**src/rtl/circular_buffer.sv**
```systemverilog
// Flit FIFO with first-word fall-through output and on/off upstream flow control.
// Define CIRCULAR_BUFFER_ASSERT_EN to build in overflow/underflow simulation assertions.

package noc_params;
    typedef logic [1:0] flit_label_t;

    typedef struct packed {
        flit_label_t  flit_label;
        logic [15:0]  payload;
    } flit_novc_t;
endpackage

module circular_buffer
    import noc_params::*;
#(
    parameter int BUFFER_SIZE = 8,
    parameter int OFF_SLACK   = 2
) (
    input  logic                          clk,
    input  logic                          rst,
    input  logic [$bits(flit_novc_t)-1:0] data_i,
    input  logic                          read_i,
    input  logic                          write_i,
    output logic [$bits(flit_novc_t)-1:0] data_o,
    output logic                          is_full_o,
    output logic                          is_empty_o,
    output logic                          on_off_o
);

    localparam int FLIT_W = $bits(flit_novc_t);
    localparam int PTR_W  = $clog2(BUFFER_SIZE);
    localparam int CNT_W  = $clog2(BUFFER_SIZE + 1);

    localparam logic [PTR_W-1:0] PTR_LAST  = PTR_W'(BUFFER_SIZE - 1);
    localparam logic [CNT_W-1:0] CNT_FULL  = CNT_W'(BUFFER_SIZE);
    localparam logic [CNT_W-1:0] CNT_SLACK = CNT_W'(OFF_SLACK);

    logic [FLIT_W-1:0] mem_q [BUFFER_SIZE];
    logic [PTR_W-1:0]  rd_ptr_q, rd_ptr_d;
    logic [PTR_W-1:0]  wr_ptr_q, wr_ptr_d;
    logic [CNT_W-1:0]  count_q, count_d;
    logic [CNT_W-1:0]  free_slots;
    logic              wr_accept;
    logic              rd_accept;

    assign is_full_o  = (count_q == CNT_FULL);
    assign is_empty_o = (count_q == '0);
    assign free_slots = CNT_FULL - count_q;
    assign on_off_o   = (free_slots > CNT_SLACK);
    assign data_o     = mem_q[rd_ptr_q];

    // A full buffer still takes a write when the head is leaving in the same cycle.
    assign wr_accept = write_i && (!is_full_o || read_i);
    assign rd_accept = read_i && !is_empty_o;

    always_comb begin
        wr_ptr_d = wr_ptr_q;
        rd_ptr_d = rd_ptr_q;
        count_d  = count_q;

        if (wr_accept) begin
            wr_ptr_d = (wr_ptr_q == PTR_LAST) ? '0 : wr_ptr_q + 1'b1;
        end
        if (rd_accept) begin
            rd_ptr_d = (rd_ptr_q == PTR_LAST) ? '0 : rd_ptr_q + 1'b1;
        end

        unique case ({wr_accept, rd_accept})
            2'b10:   count_d = count_q + 1'b1;
            2'b01:   count_d = count_q - 1'b1;
            default: count_d = count_q;
        endcase
    end

    always_ff @(posedge clk) begin
        if (rst) begin
            rd_ptr_q <= '0;
            wr_ptr_q <= '0;
            count_q  <= '0;
        end else begin
            rd_ptr_q <= rd_ptr_d;
            wr_ptr_q <= wr_ptr_d;
            count_q  <= count_d;
        end
    end

    always_ff @(posedge clk) begin
        if (rst) begin
            for (int i = 0; i < BUFFER_SIZE; i++) begin
                mem_q[i] <= '0;
            end
        end else if (wr_accept) begin
            mem_q[wr_ptr_q] <= data_i;
        end
    end

`ifdef CIRCULAR_BUFFER_ASSERT_EN
    always_ff @(posedge clk) begin
        if (!rst) begin
            assert (!(write_i && is_full_o && !read_i))
                else $error("circular_buffer: write while full dropped");
            assert (!(read_i && is_empty_o))
                else $error("circular_buffer: read while empty ignored");
        end
        assert (!(is_full_o && is_empty_o))
            else $error("circular_buffer: full and empty both asserted");
    end
`endif

endmodule

```
**config.mk**
```make
export PLATFORM = sky130hd
export DESIGN_NAME = circular_buffer
export DESIGN_NICKNAME = d
export VERILOG_FILES = /design/src/rtl/circular_buffer.sv
export SDC_FILE = /design/constraint.sdc
export NUM_CORES = 1
export LEC_CHECK = 0
export ABC_AREA = 0
export BUFFER_PORTS_ARGS = -buffer_cell sky130_fd_sc_hd__buf_4
export CAP_MARGIN = 0
export CORE_MARGIN = 4
export CORE_UTILIZATION = 61
export DETAILED_ROUTE_END_ITERATION = 6
export PLACE_DENSITY = 0.8
export RECOVER_POWER = 50
export SLEW_MARGIN = 10
export SYNTH_ARGS = -nofsm -noshare
export SYNTH_HDL_FRONTEND = slang
export SYNTH_SLANG_ARGS = --single-unit
```
**constraint.sdc**
```tcl
create_clock -name clk -period 2.9 [get_ports clk]
set_clock_uncertainty 0.15 [all_clocks]
set_input_delay 0.58 -clock clk [delete_from_list [all_inputs] [get_ports clk]]
set_output_delay 0.58 -clock clk [all_outputs]
set_load 0.02 [all_outputs]
```
---- Word-level counts from Yosys, hierarchy flattened ----
Memories as Yosys holds them, arrays and structs flattened. A register that Yosys moved wholly into a read port is not among the register bits.
Index checks and enable logic that the tools add are counted.
cells by class
  add/sub/neg operators ................... 5
  multipliers ............................. 0
  div/mod/pow operators ................... 0
  magnitude comparators ................... 1
  eq/ne operators ......................... 5
  shift operators ......................... 0
  mux-type cells .......................... 13
  bitwise logic cells ..................... 0
  reduce and logical (&&, ||, !) cells .... 8
operators with widths
  cell                                                           number
  2-to-1 mux 18 bit                                              1
  OR reduction 18 bit                                            1
  2-to-1 mux 3 bit                                               5
  case mux 4 bit (2 select lines)                                1
  adder 3 x 1 -> 3 bit, second input constant                    2
  equality test 3 bit, second input constant                     2
  2-to-1 mux 1 bit                                               6
  adder 4 x 1 -> 4 bit, second input constant                    1
  equality test 4 bit, second input constant                     1
  greater-than comparator 4 x 2 -> 1 bit, second input constant  1
  logical NOT 4 bit                                              1
  subtractor 4 x 1 -> 4 bit, second input constant               1
  subtractor 4 bit, first input constant                         1
  equality test 2 x 1 -> 1 bit, second input constant            1
  equality test 2 bit, second input constant                     1
  logical AND 1 bit                                              2
  logical NOT 1 bit                                              2
  nonzero test 2 bit                                             1
  logical OR 1 bit                                               1
word-level totals
  register bits after elaboration ......... 10
  bits in latches ......................... 0
  memory bits (writable) .................. 144
  ROM bits ................................ 0
  output and inout bits ................... 21
  word-level logic and storage cells ...... 36
  memories ................................ 1
memory list
  memory  words  width  read ports  clocked after Yosys merged registers in  write ports  line  text
  mem_q   8      18     1           1                                        8            38    logic [FLIT_W-1:0] mem_q [BUFFER_SIZE];

---- Logic depth before layout (Yosys ltp) ----
Gate-level depths: netlist of the first run.
  word-level depth ........................ 9
  depth in mapped cells ................... 12
  mapped depth without buffers ............ 12

---- Least setup slack after synthesis of the first run ----
Ideal clock, no wire load.
  path type ............................... flip-flop to flip-flop
  from .................................... register count_q[0]
  to ...................................... register count_q[3]
  arrival time ............................ 2.415 ns
  data required time ...................... 2.679 ns
  path slack .............................. 0.265 ns
  cell stages (with the launch flop) ...... 12
  period minus slack after synthesis ...... 2.635 ns
  cell sequence ........................... dfxtp_1 -> inv_1 -> ha_1 -> nand2b_1 -> o21ai_1 -> inv_1 -> ha_1 -> ha_1 -> a21oi_1 -> a21oi_1 -> or4_1 -> a21oi_1
on the way
  longest elaborated chain between the ends .. 6
ends and longest elaborated chain
  what                                                                   line  text
  start: declaration                                                     41    logic [CNT_W-1:0] count_q, count_d;
  start signal: assignment                                               83    count_q <= count_d;
  equality test 4 bit                                                    46    assign is_full_o = (count_q == CNT_FULL);
  logical NOT 1 bit                                                      53    assign wr_accept = write_i && (!is_full_o || read_i);
  logical OR 1 bit                                                       53
  logical AND 1 bit                                                      53
  equality test 2 x 1 -> 1 bit or equality test 2 bit (tied branches)    68    unique case ({wr_accept, rd_accept})
  case mux 4 bit (2 select lines) or nonzero test 2 bit (tied branches)  n/a
Parallel ways exist; a longest one is shown, timed or not.
A chain may end at the register's enable or synchronous reset.

==> results of run 1 <==
[area by class of cell]
type | instances | area, um^2 | share of cell area
Sequential cell | 157 | 4590 | 0.547
Multi-Input combinational cell | 302 | 2370 | 0.283
Timing Repair Buffer | 69 | 589 | 0.0703
Clock buffer | 21 | 460 | 0.0549
Tap cell | 143 | 179 | 0.0213
Clock inverter | 11 | 165 | 0.0197
Inverter | 7 | 26.3 | 0.00313
[synthesized netlist by cell type, types with 2 or more instances]
library cell               count  area share
sky130_fd_sc_hd__nor2_1      153       0.080
sky130_fd_sc_hd__nand3b_1      2      0.0021
sky130_fd_sc_hd__or3_1         2      0.0017
sky130_fd_sc_hd__edfxtp_1    144        0.60
sky130_fd_sc_hd__dfxtp_1      13       0.036
sky130_fd_sc_hd__nor2b_1       2      0.0017
sky130_fd_sc_hd__inv_1         7      0.0037
sky130_fd_sc_hd__ha_1          9       0.016
sky130_fd_sc_hd__buf_2        14      0.0098
sky130_fd_sc_hd__xor2_1        2      0.0024
sky130_fd_sc_hd__mux4_1       36        0.13
sky130_fd_sc_hd__a31o_2        4      0.0049
sky130_fd_sc_hd__nand2_1      24       0.013
sky130_fd_sc_hd__mux2_2       19       0.030
sky130_fd_sc_hd__a21oi_1      10      0.0070
sky130_fd_sc_hd__buf_1         2      0.0010
sky130_fd_sc_hd__clkbuf_1      9      0.0047
sky130_fd_sc_hd__a21o_1        3      0.0031
sky130_fd_sc_hd__o21ai_0       2      0.0014
sky130_fd_sc_hd__nand3b_2      3      0.0047
sky130_fd_sc_hd__buf_6         4      0.0063
sky130_fd_sc_hd__nand2b_1     19       0.017
[final timing paths]
kind	from	to	slack, ns	cells past startpoint
max	flip-flop	data_o[13]	0.04	4
min reg2reg	rd_ptr_q[1]	rd_ptr_q[1]	0.33	2
max reg2reg	count_q[0]	mem_q[2][11]	0.23	8
min	rd_ptr_q[1]	rd_ptr_q[1]	0.33	2
[flip-flops by register name, indices dropped and copies added (netlist names), named ones only]
register / cells
mem_q: 144
count_q: 4
rd_ptr_q: 3
wr_ptr_q: 3
[metal layers]
| layer | up-vias | part of all wire |
|---|---|---|
| met3 | 29 | 0.082 |
| met2 | 203 | 0.52 |
| met4 | 0 | 0.019 |
| met1 | 2107 | 0.38 |
| met5 | - | 0 |
| li1 | 1965 | - |
[report_power, final]
part | switching, mW | internal [mW] | total (mW)
Sequential | 0.0816 | 2.63 | 2.71
Clock | 0.855 | 1.48 | 2.34
Combinational | 0.766 | 0.720 | 1.49
Total | 1.70 | 4.83 | 6.53
[cell usage in the layout (no fill, tap or decap), types with 3 or more instances in the layout]
cell type and n:
sky130_fd_sc_hd__clkinvlp_4 4, sky130_fd_sc_hd__clkbuf_16 18, sky130_fd_sc_hd__mux2_2 19, sky130_fd_sc_hd__buf_4 50, sky130_fd_sc_hd__buf_12 7, sky130_fd_sc_hd__nand3b_1 4, sky130_fd_sc_hd__clkbuf_2 6, sky130_fd_sc_hd__edfxtp_1 144
sky130_fd_sc_hd__bufinv_16 4, sky130_fd_sc_hd__nand2_1 24, sky130_fd_sc_hd__clkinv_2 3, sky130_fd_sc_hd__inv_1 7, sky130_fd_sc_hd__clkbuf_1 7, sky130_fd_sc_hd__mux4_1 36, sky130_fd_sc_hd__dfxtp_1 11, sky130_fd_sc_hd__ha_1 8
sky130_fd_sc_hd__nand2b_1 19, sky130_fd_sc_hd__a21o_1 3, sky130_fd_sc_hd__nor2_1 153, sky130_fd_sc_hd__a21oi_1 9, sky130_fd_sc_hd__a31o_1 4
[worst max-delay path: stages, from the launching register on]
cell,delay [ns]
sky130_fd_sc_hd__dfxtp_2,0.42
sky130_fd_sc_hd__clkbuf_16,0.25
sky130_fd_sc_hd__mux4_1,0.57
sky130_fd_sc_hd__mux2_2,0.29
sky130_fd_sc_hd__buf_4,0.16
[stage by stage]
| stage | TNS, ns | util | instances |
|---|---|---|---|
| 2_1_floorplan | 0 | - | 497 |
| 3_3_place_gp | 0 | 0.679 | 676 |
| 3_5_place_dp | 0 | 0.679 | 676 |
| 4_1_cts | 0 | 0.734 | 708 |
| 5_1_grt | -0.0299 | 0.731 | 710 |
| 6_report | 0 | 0.731 | 710 |
[what timing repair did]
item / in CTS / in global routing
resized for setup: 0 / 3
buffers inserted: 0 / 1
endpoints found under the setup margin: 0 / 4
[kinds of logic after synthesis]
family / after synthesis / share of synthesized area
and+or+nand+nor: 210 / 0.127
DFF: 157 / 0.640
muxes: 56 / 0.163
buffers and inverters: 38 / 0.0272
AOI/OAI and AO/OA: 24 / 0.0218
adders and majority gates: 10 / 0.0185
xor gates and xnor gates: 2 / 0.00245
==> flow_metrics.tcl, run 1 <==
set metrics [dict create \
    first_pass_iters 5 \
    timing.hold.ws_ns 0.328 \
    ys_dominant_reg_cell "sky130_fd_sc_hd__edfxtp_1" \
    max_slew.worst_pin.slew_ns 0.910 \
    routed_wirelength_mm 15.4 \
    cts_sinks 157 \
    placement_rows 39 \
    remaining_drc_errors 0 \
    grt_max_degree 37 \
    worst_skew_pair_later_pin_latency_ns 0.42 \
    grt_pass1_wl_mm 23.5 \
    worstHoldPathType "reg2reg" \
    drive_gt1_frac 0.212 \
    slew_violations 0 \
    grt_overflow_total 0 \
    synth_cell_type_count 36 \
    post_synthesis_instance_total 497 \
    run_status "complete, no violations" \
    power.static_leakage_nw 3.20 \
    tritoncts.num_buffers 17 \
    tritoncts "done" \
    ant_nets 0 \
    placement.io_buffers 42 \
    layout_worst_path_cycle_share 0.986 \
    vias_per_cell 6.06 \
    placed_area_um2 7790 \
    required_time_worst_endpoint_ns 2.17 \
    ctsLongestPathBuffers 2 \
    cts_htree_levels 4 \
    dr_total_vias 4304 \
    routedWlPerCell_um 21.7 \
    first_global_vias 4386 \
    finalSetupViolations 0 \
    critPathMaxFanout 18 \
    yosys_register_bits 157 \
    ir_worst_vdd_uv 473 \
    postLayoutSetupSlackWorst_ns 0.0404 \
    global_route_met1_usage 0.307 \
    syn_avg_cell_area_um2 14.4 \
    grt_resource_usage_total 0.243 \
    hold_viol_final 0 \
    synth-warning-count 0 \
    timing.critical_path.from_type "flip-flop" \
    io-pin-count 43 \
    clock.fmax_mhz 350 \
    slew-limit-headroom 0.394 \
    cell_area_after_layout_um2 8380 \
    hold_bufs_at_cts 0 \
    powerDensity_nw_per_um2 779 \
    die_area_um2 13500 \
    fp.dieW_um 116 \
    layout_min_cycle_time_ns 2.86 \
    core_region_area_um2 11500 \
    layout-area-overhead-vs-synth_pct 17.0 \
    mappedNetlistNets 529 \
    grt_use_met2 0.408 \
    dieHeight_um 116 \
    final.fill_count 715 \
    grt_antenna_before_repair 0 \
    grtUsageMet3 0.0720 \
    worstPathArrival_ns 2.13 \
    mappedNetlistArea_um2 7160 \
    gp_routability_congestion 0.777 \
    cap_violations 0 \
    timing.setup.critical_path_class "reg2out" \
    root_buffer "sky130_fd_sc_hd__clkbuf_16" \
    antenna_cells 0 \
    power.total_mw 6.53 \
    clk_pin_slew_worst_paths_ns 0.06 \
    pre_cts_ws_ns 0.108 \
    yosysSeqAreaShare 0.640 \
    hpwlAfterDp_mm 9.35 \
    top_usage_layer "met2" \
    synth-edff-count 144 \
    synthArstFlopShare 0 \
    first_iter_violations 496 \
    worst_setup_path_end_kind "output pin" \
    starting_density 0.625 \
    final_net_count 586 \
]
Note: power is estimated with default switching activity, not from simulation.
==> inputs of run 2 (changes only) <==
Settings changed: MAX_ROUTING_LAYER set to met4.
==> run 2 against run 1 <==
Against the previous run:
- cell count unchanged
- via count about the same
- non-clock buffer count unchanged
- cell area is the same
- largest cell class unchanged
- highest routed layer unchanged
==> flow_metrics.tcl, run 2 (synthesis gave the netlist of run 1 again) <==
set metrics [dict create \
    run_status "complete, no violations" \
    hpwlAfterDp_mm 9.35 \
    layout_min_cycle_time_ns 2.86 \
    cts_sinks 157 \
    required_time_worst_endpoint_ns 2.17 \
    mostFrequentLayoutCells "sky130_fd_sc_hd__nor2_1 (153), sky130_fd_sc_hd__edfxtp_1 (144), sky130_fd_sc_hd__buf_4 (50)" \
    fp.dieW_um 116 \
    critical_path.slowest_cell "sky130_fd_sc_hd__mux4_1" \
    timing.critical_path.from_type "flip-flop" \
    final.fill_count 715 \
    regMostFlops "mem_q" \
    timing.hold.ws_ns 0.328 \
    worst_r2r_endpoint "mem_q[3][7]" \
    clk_pin_slew_worst_paths_ns 0.06 \
    hold_viol_final 0 \
    grt_overflow_total 0 \
    grt_resource_usage_total 0.251 \
    max_slew.worst_pin.slew_ns 0.890 \
    timing.setup.critical_path_class "reg2out" \
    worstPathArrival_ns 2.13 \
    place.detailed.instances 676 \
    layout-area-overhead-vs-synth_pct 17.0 \
    powerDensity_nw_per_um2 779 \
    worst_setup_path_end_kind "output pin" \
    tritoncts "done" \
    die_area_um2 13500 \
    ff2ff_setup_slack_ns 0.22 \
    remaining_drc_errors 0 \
    io-pin-count 43 \
    mostFrequentLayoutCell "sky130_fd_sc_hd__nor2_1" \
    worst_setup_path_endpoint "data_o[13]" \
    worst-path-buf-inv 2 \
    root_buffer "sky130_fd_sc_hd__clkbuf_16" \
    slew-limit-headroom 0.407 \
    reg2regPathDepth 7 \
    first_iter_violations 421 \
    largest_register_ff_count 144 \
    routedWlPerCell_um 21.7 \
    grt_max_degree 37 \
    whs_path_cells 2 \
    postLayoutSetupSlackWorst_ns 0.0394 \
    grt_antenna_before_repair 0 \
    cap_violations 0 \
    critical_path_depth 4 \
    ir_worst_vdd_uv 475 \
    worst_path_largest_cell_delay_ns 0.56 \
    placement.io_buffers 42 \
    hold_bufs_at_cts 0 \
    vias_per_cell 6.06 \
    crit_path_cell_trace "clkbuf_16 -> mux4_1 -> mux2_2 -> buf_4" \
    dr_total_vias 4302 \
    layout_worst_path_cycle_share 0.986 \
    largest_registers "mem_q x144, count_q x4" \
    worstHoldPathType "reg2reg" \
    grt_pass1_wl_mm 23.5 \
    slew_violations 0 \
    dieHeight_um 116 \
    final_net_count 586 \
    worst_skew_pair_later_pin_latency_ns 0.43 \
    drive_gt1_frac 0.212 \
    critPathTopFamily "multiplexers" \
    finalSetupViolations 0 \
    crit-reg2reg-launch "count_q[0]" \
    critPathMaxFanout 18 \
    antenna_cells 0 \
    gp_routability_congestion 0.788 \
    clock.fmax_mhz 350 \
    core_occupancy_in_the_finished_layout 0.731 \
    first_global_vias 4386 \
    starting_density 0.625 \
    cts_htree_levels 4 \
    ant_nets 0 \
    core_region_area_um2 11500 \
    power.static_leakage_nw 3.20 \
    routed_wirelength_mm 15.4 \
    pre_cts_ws_ns 0.108 \
    first_pass_iters 5 \
    post_layout_nonfiller_instances 710 \
    tritoncts.num_buffers 17 \
    ctsLongestPathBuffers 2 \
    placement_rows 39 \
]
run 2: worst min-delay path by stage:
| stage | start | end | slack [ns] |
|---|---|---|---|
| detailed placement | rd_ptr_q[1] | rd_ptr_q[1] | 0.33 |
| finish | rd_ptr_q[1] | rd_ptr_q[1] | 0.33 |
| CTS | rst | wr_ptr_q[0] | 0.32 |
| global placement | rd_ptr_q[0] | flip-flop | 0.32 |
| global route | rst | count_q[2] | 0.32 |
| floorplan | rd_ptr_q[1] | flip-flop | 0.30 |
run 2: repair_timing:
item / in CTS / in global routing
hold endpoints to repair: 0 / 0
setup endpoints to repair: 0 / 4
setup buffers: 0 / 1
resized for setup: 0 / 3
run 2: metal layers:
| metal | GRT usage | vias up | wire length [um] |
|---|---|---|---|
| met3 | 0.0725 | 26 | 1180 |
| met1 | 0.309 | 2119 | 5950 |
| met4 | 0.0727 | 0 | 258 |
| met5 | - | - | 0 |
| li1 | - | 1967 | - |
| met2 | 0.408 | 190 | 7990 |
run 2: report_power, final:
part	leakage (nW)	internal [mW]	switching (mW)	total, mW
combinational	1.30	0.720	0.764	1.48
sequential	1.61	2.63	0.0819	2.71
clock	0.295	1.48	0.858	2.34
total	3.20	4.83	1.70	6.53
run 2: through the flow:
stage               instance area [um^2]  setup TNS (ns)  total power, mW
floorplan                           7160               0             3.74
global placement                    7790               0             4.16
detailed placement                  7790               0             4.21
CTS                                 8420               0             6.52
global route                        8380         -0.0368             6.78
finish                              8380               0             6.53
run 2: worst reg2reg max path: cells and delay by family, from the launching register on:
| family | cells | cell delay, ns |
|---|---|---|
| AO/OA/AOI/OAI | 2 | 0.74 |
| adder cells (fa/ha/maj) | 1 | 0.21 |
| buffers and inverters | 3 | 0.77 |
| flip-flops | 1 | 0.37 |
| AND/OR/NAND/NOR | 1 | 0.11 |
run 2: layout make-up:
class / count / area (um^2) / share of cell area
clock buffer: 21 / 460 / 0.0549
clock inverter: 11 / 165 / 0.0197
inverter: 7 / 26.3 / 0.00313
multi-input combinational: 302 / 2370 / 0.283
sequential: 157 / 4590 / 0.547
tap: 143 / 179 / 0.0213
timing repair buffer: 69 / 589 / 0.0703
==> inputs of run 3 (changes only) <==
Settings changed: BUFFER_PORTS_ARGS -buffer_cell sky130_fd_sc_hd__buf_4 to -buffer_cell sky130_fd_sc_hd__buf_2, CTS_CLUSTER_SIZE set to 24.
==> run 3 against run 2 <==
Against the previous run:
- clock power fell by 6%
- fmax rose by 1.2%
- first-iteration DRC count rose by 21%
- combinational power fell by 9%
- sequential power barely moved
- sequential share of layout area rose by 1.5 points
- count of clock-buffer cells in the layout fell by 1
- flip-flop and latch count did not move
- critical endpoint is now data_o[15]
- largest power group unchanged
==> flow_metrics.tcl, run 3 (synthesis gave the netlist of run 1 again) <==
set metrics [dict create \
    placement_rows 39 \
    drive_gt1_frac 0.200 \
    slew_violations 0 \
    powerDensity_nw_per_um2 766 \
    timing.critical_path.from_type "flip-flop" \
    mostFrequentLayoutCell "sky130_fd_sc_hd__nor2_1" \
    grt_pass1_wl_mm 23.3 \
    rsz0062_at_grt "no" \
    mostFrequentLayoutCells "sky130_fd_sc_hd__nor2_1 (153), sky130_fd_sc_hd__edfxtp_1 (144), sky130_fd_sc_hd__buf_2 (40)" \
    largest_register_ff_count 144 \
    worst_setup_path_end_kind "output pin" \
    routedWlPerCell_um 21.5 \
    dr_total_vias 4221 \
    required_time_worst_endpoint_ns 2.17 \
    clock.fmax_mhz 354 \
    worst_skew_pair_later_pin_latency_ns 0.42 \
    multiInputGateArea_um2 2380 \
    critPathMaxFanout 36 \
    final.fill_count 737 \
    tritoncts "done" \
    gp_routability_congestion 0.793 \
    grt_max_degree 37 \
    io-pin-count 43 \
    max_slew.worst_pin.slew_ns 1.00 \
    vias_per_cell 6.00 \
    hold_bufs_at_cts 0 \
    clk_pin_slew_worst_paths_ns 0.06 \
    run_status "complete, no violations" \
    grt_antenna_before_repair 0 \
    first_pass_iters 6 \
    finalSetupViolations 0 \
    regMostFlops "mem_q" \
    cts_sinks 157 \
    worstHoldPathType "reg2reg" \
    ir_worst_vdd_uv 745 \
    cap_violations 0 \
    ctsLongestPathBuffers 2 \
    die_area_um2 13500 \
    hold_viol_final 0 \
    worstPathArrival_ns 2.10 \
    final.setup.tns_ns 0 \
    count_of_instances_resized_after_the_clock_tree_is_built 0 \
    post_cts.repair.setup_buffers 0 \
    largest_registers "mem_q x144, count_q x4" \
    remaining_drc_errors 0 \
    antenna_cells 0 \
    ant_nets 0 \
    timing.hold.ws_ns 0.332 \
    first_global_vias 4331 \
    placement.io_buffers 42 \
    layout-area-overhead-vs-synth_pct 13.8 \
    slew-limit-headroom 0.333 \
    final_net_count 580 \
    layout_min_cycle_time_ns 2.83 \
    grt_resource_usage_total 0.246 \
    power.static_leakage_nw 3.11 \
    core_region_area_um2 11500 \
    seq_area_um2 4590 \
    timing.setup.critical_path_class "reg2out" \
    dieHeight_um 116 \
    grt_overflow_total 0 \
    starting_density 0.625 \
    first_iter_violations 509 \
    layout_worst_path_cycle_share 0.975 \
    routed_wirelength_mm 15.2 \
    root_buffer "sky130_fd_sc_hd__clkbuf_16" \
    tritoncts.num_buffers 17 \
    fp.dieW_um 116 \
    cts_htree_levels 4 \
    hpwlAfterDp_mm 9.07 \
]
==> run 3: through the flow <==
step | util | cells | setup slack [ns] | power (mW) | area [um^2]
2_1_floorplan | - | 497 | 0.265 | 3.74 | 7160
3_3_place_gp | 0.664 | 672 | 0.154 | 4.06 | 7620
3_5_place_dp | 0.664 | 672 | 0.0605 | 4.11 | 7620
4_1_cts | 0.715 | 704 | 0.0380 | 6.28 | 8200
5_1_grt | 0.711 | 704 | 0.00928 | 6.48 | 8160
6_report | 0.711 | 704 | 0.0729 | 6.25 | 8160
==> run 3: power breakdown <==
part / total, mW / switching [mW] / leakage, nW / internal, mW
sequential: 2.70 / 0.0717 / 1.61 / 2.63
combinational: 1.34 / 0.726 / 1.22 / 0.613
clock: 2.21 / 0.865 / 0.281 / 1.35
total: 6.25 / 1.66 / 3.11 / 4.59
==> run 3: path summary, 6_finish.rpt <==
check	endpoint	slack (ns)	depth (start not counted)	start
setup / recovery	data_o[15]	0.07	4	flip-flop
hold / removal	flip-flop	0.33	2	rd_ptr_q[1]
setup reg to reg	count_q[3]	0.18	11	count_q[0]
hold reg to reg	flip-flop	0.33	2	rd_ptr_q[1]
==> run 3: area by class of cell <==
class / count / area share
Multi-Input combinational cell: 302 / 0.291
Sequential cell: 157 / 0.562
Timing Repair Buffer: 63 / 0.0497
Clock buffer: 20 / 0.0535
Tap cell: 143 / 0.0219
Clock inverter: 12 / 0.0179
Inverter: 7 / 0.00322
==> run 3: worst max-delay path: stages, from the launching register on <==
cell and delay (ns):
sky130_fd_sc_hd__dfxtp_2 0.34, sky130_fd_sc_hd__buf_12 0.25, sky130_fd_sc_hd__mux4_1 0.61, sky130_fd_sc_hd__mux2_2 0.29, sky130_fd_sc_hd__buf_2 0.16
==> run 3: metal layers <==
| layer | global-route usage | part of all wire |
|---|---|---|
| met1 | 0.305 | 0.40 |
| met2 | 0.403 | 0.51 |
| met3 | 0.0461 | 0.074 |
| met4 | 0.0982 | 0.018 |
| met5 | - | 0 |
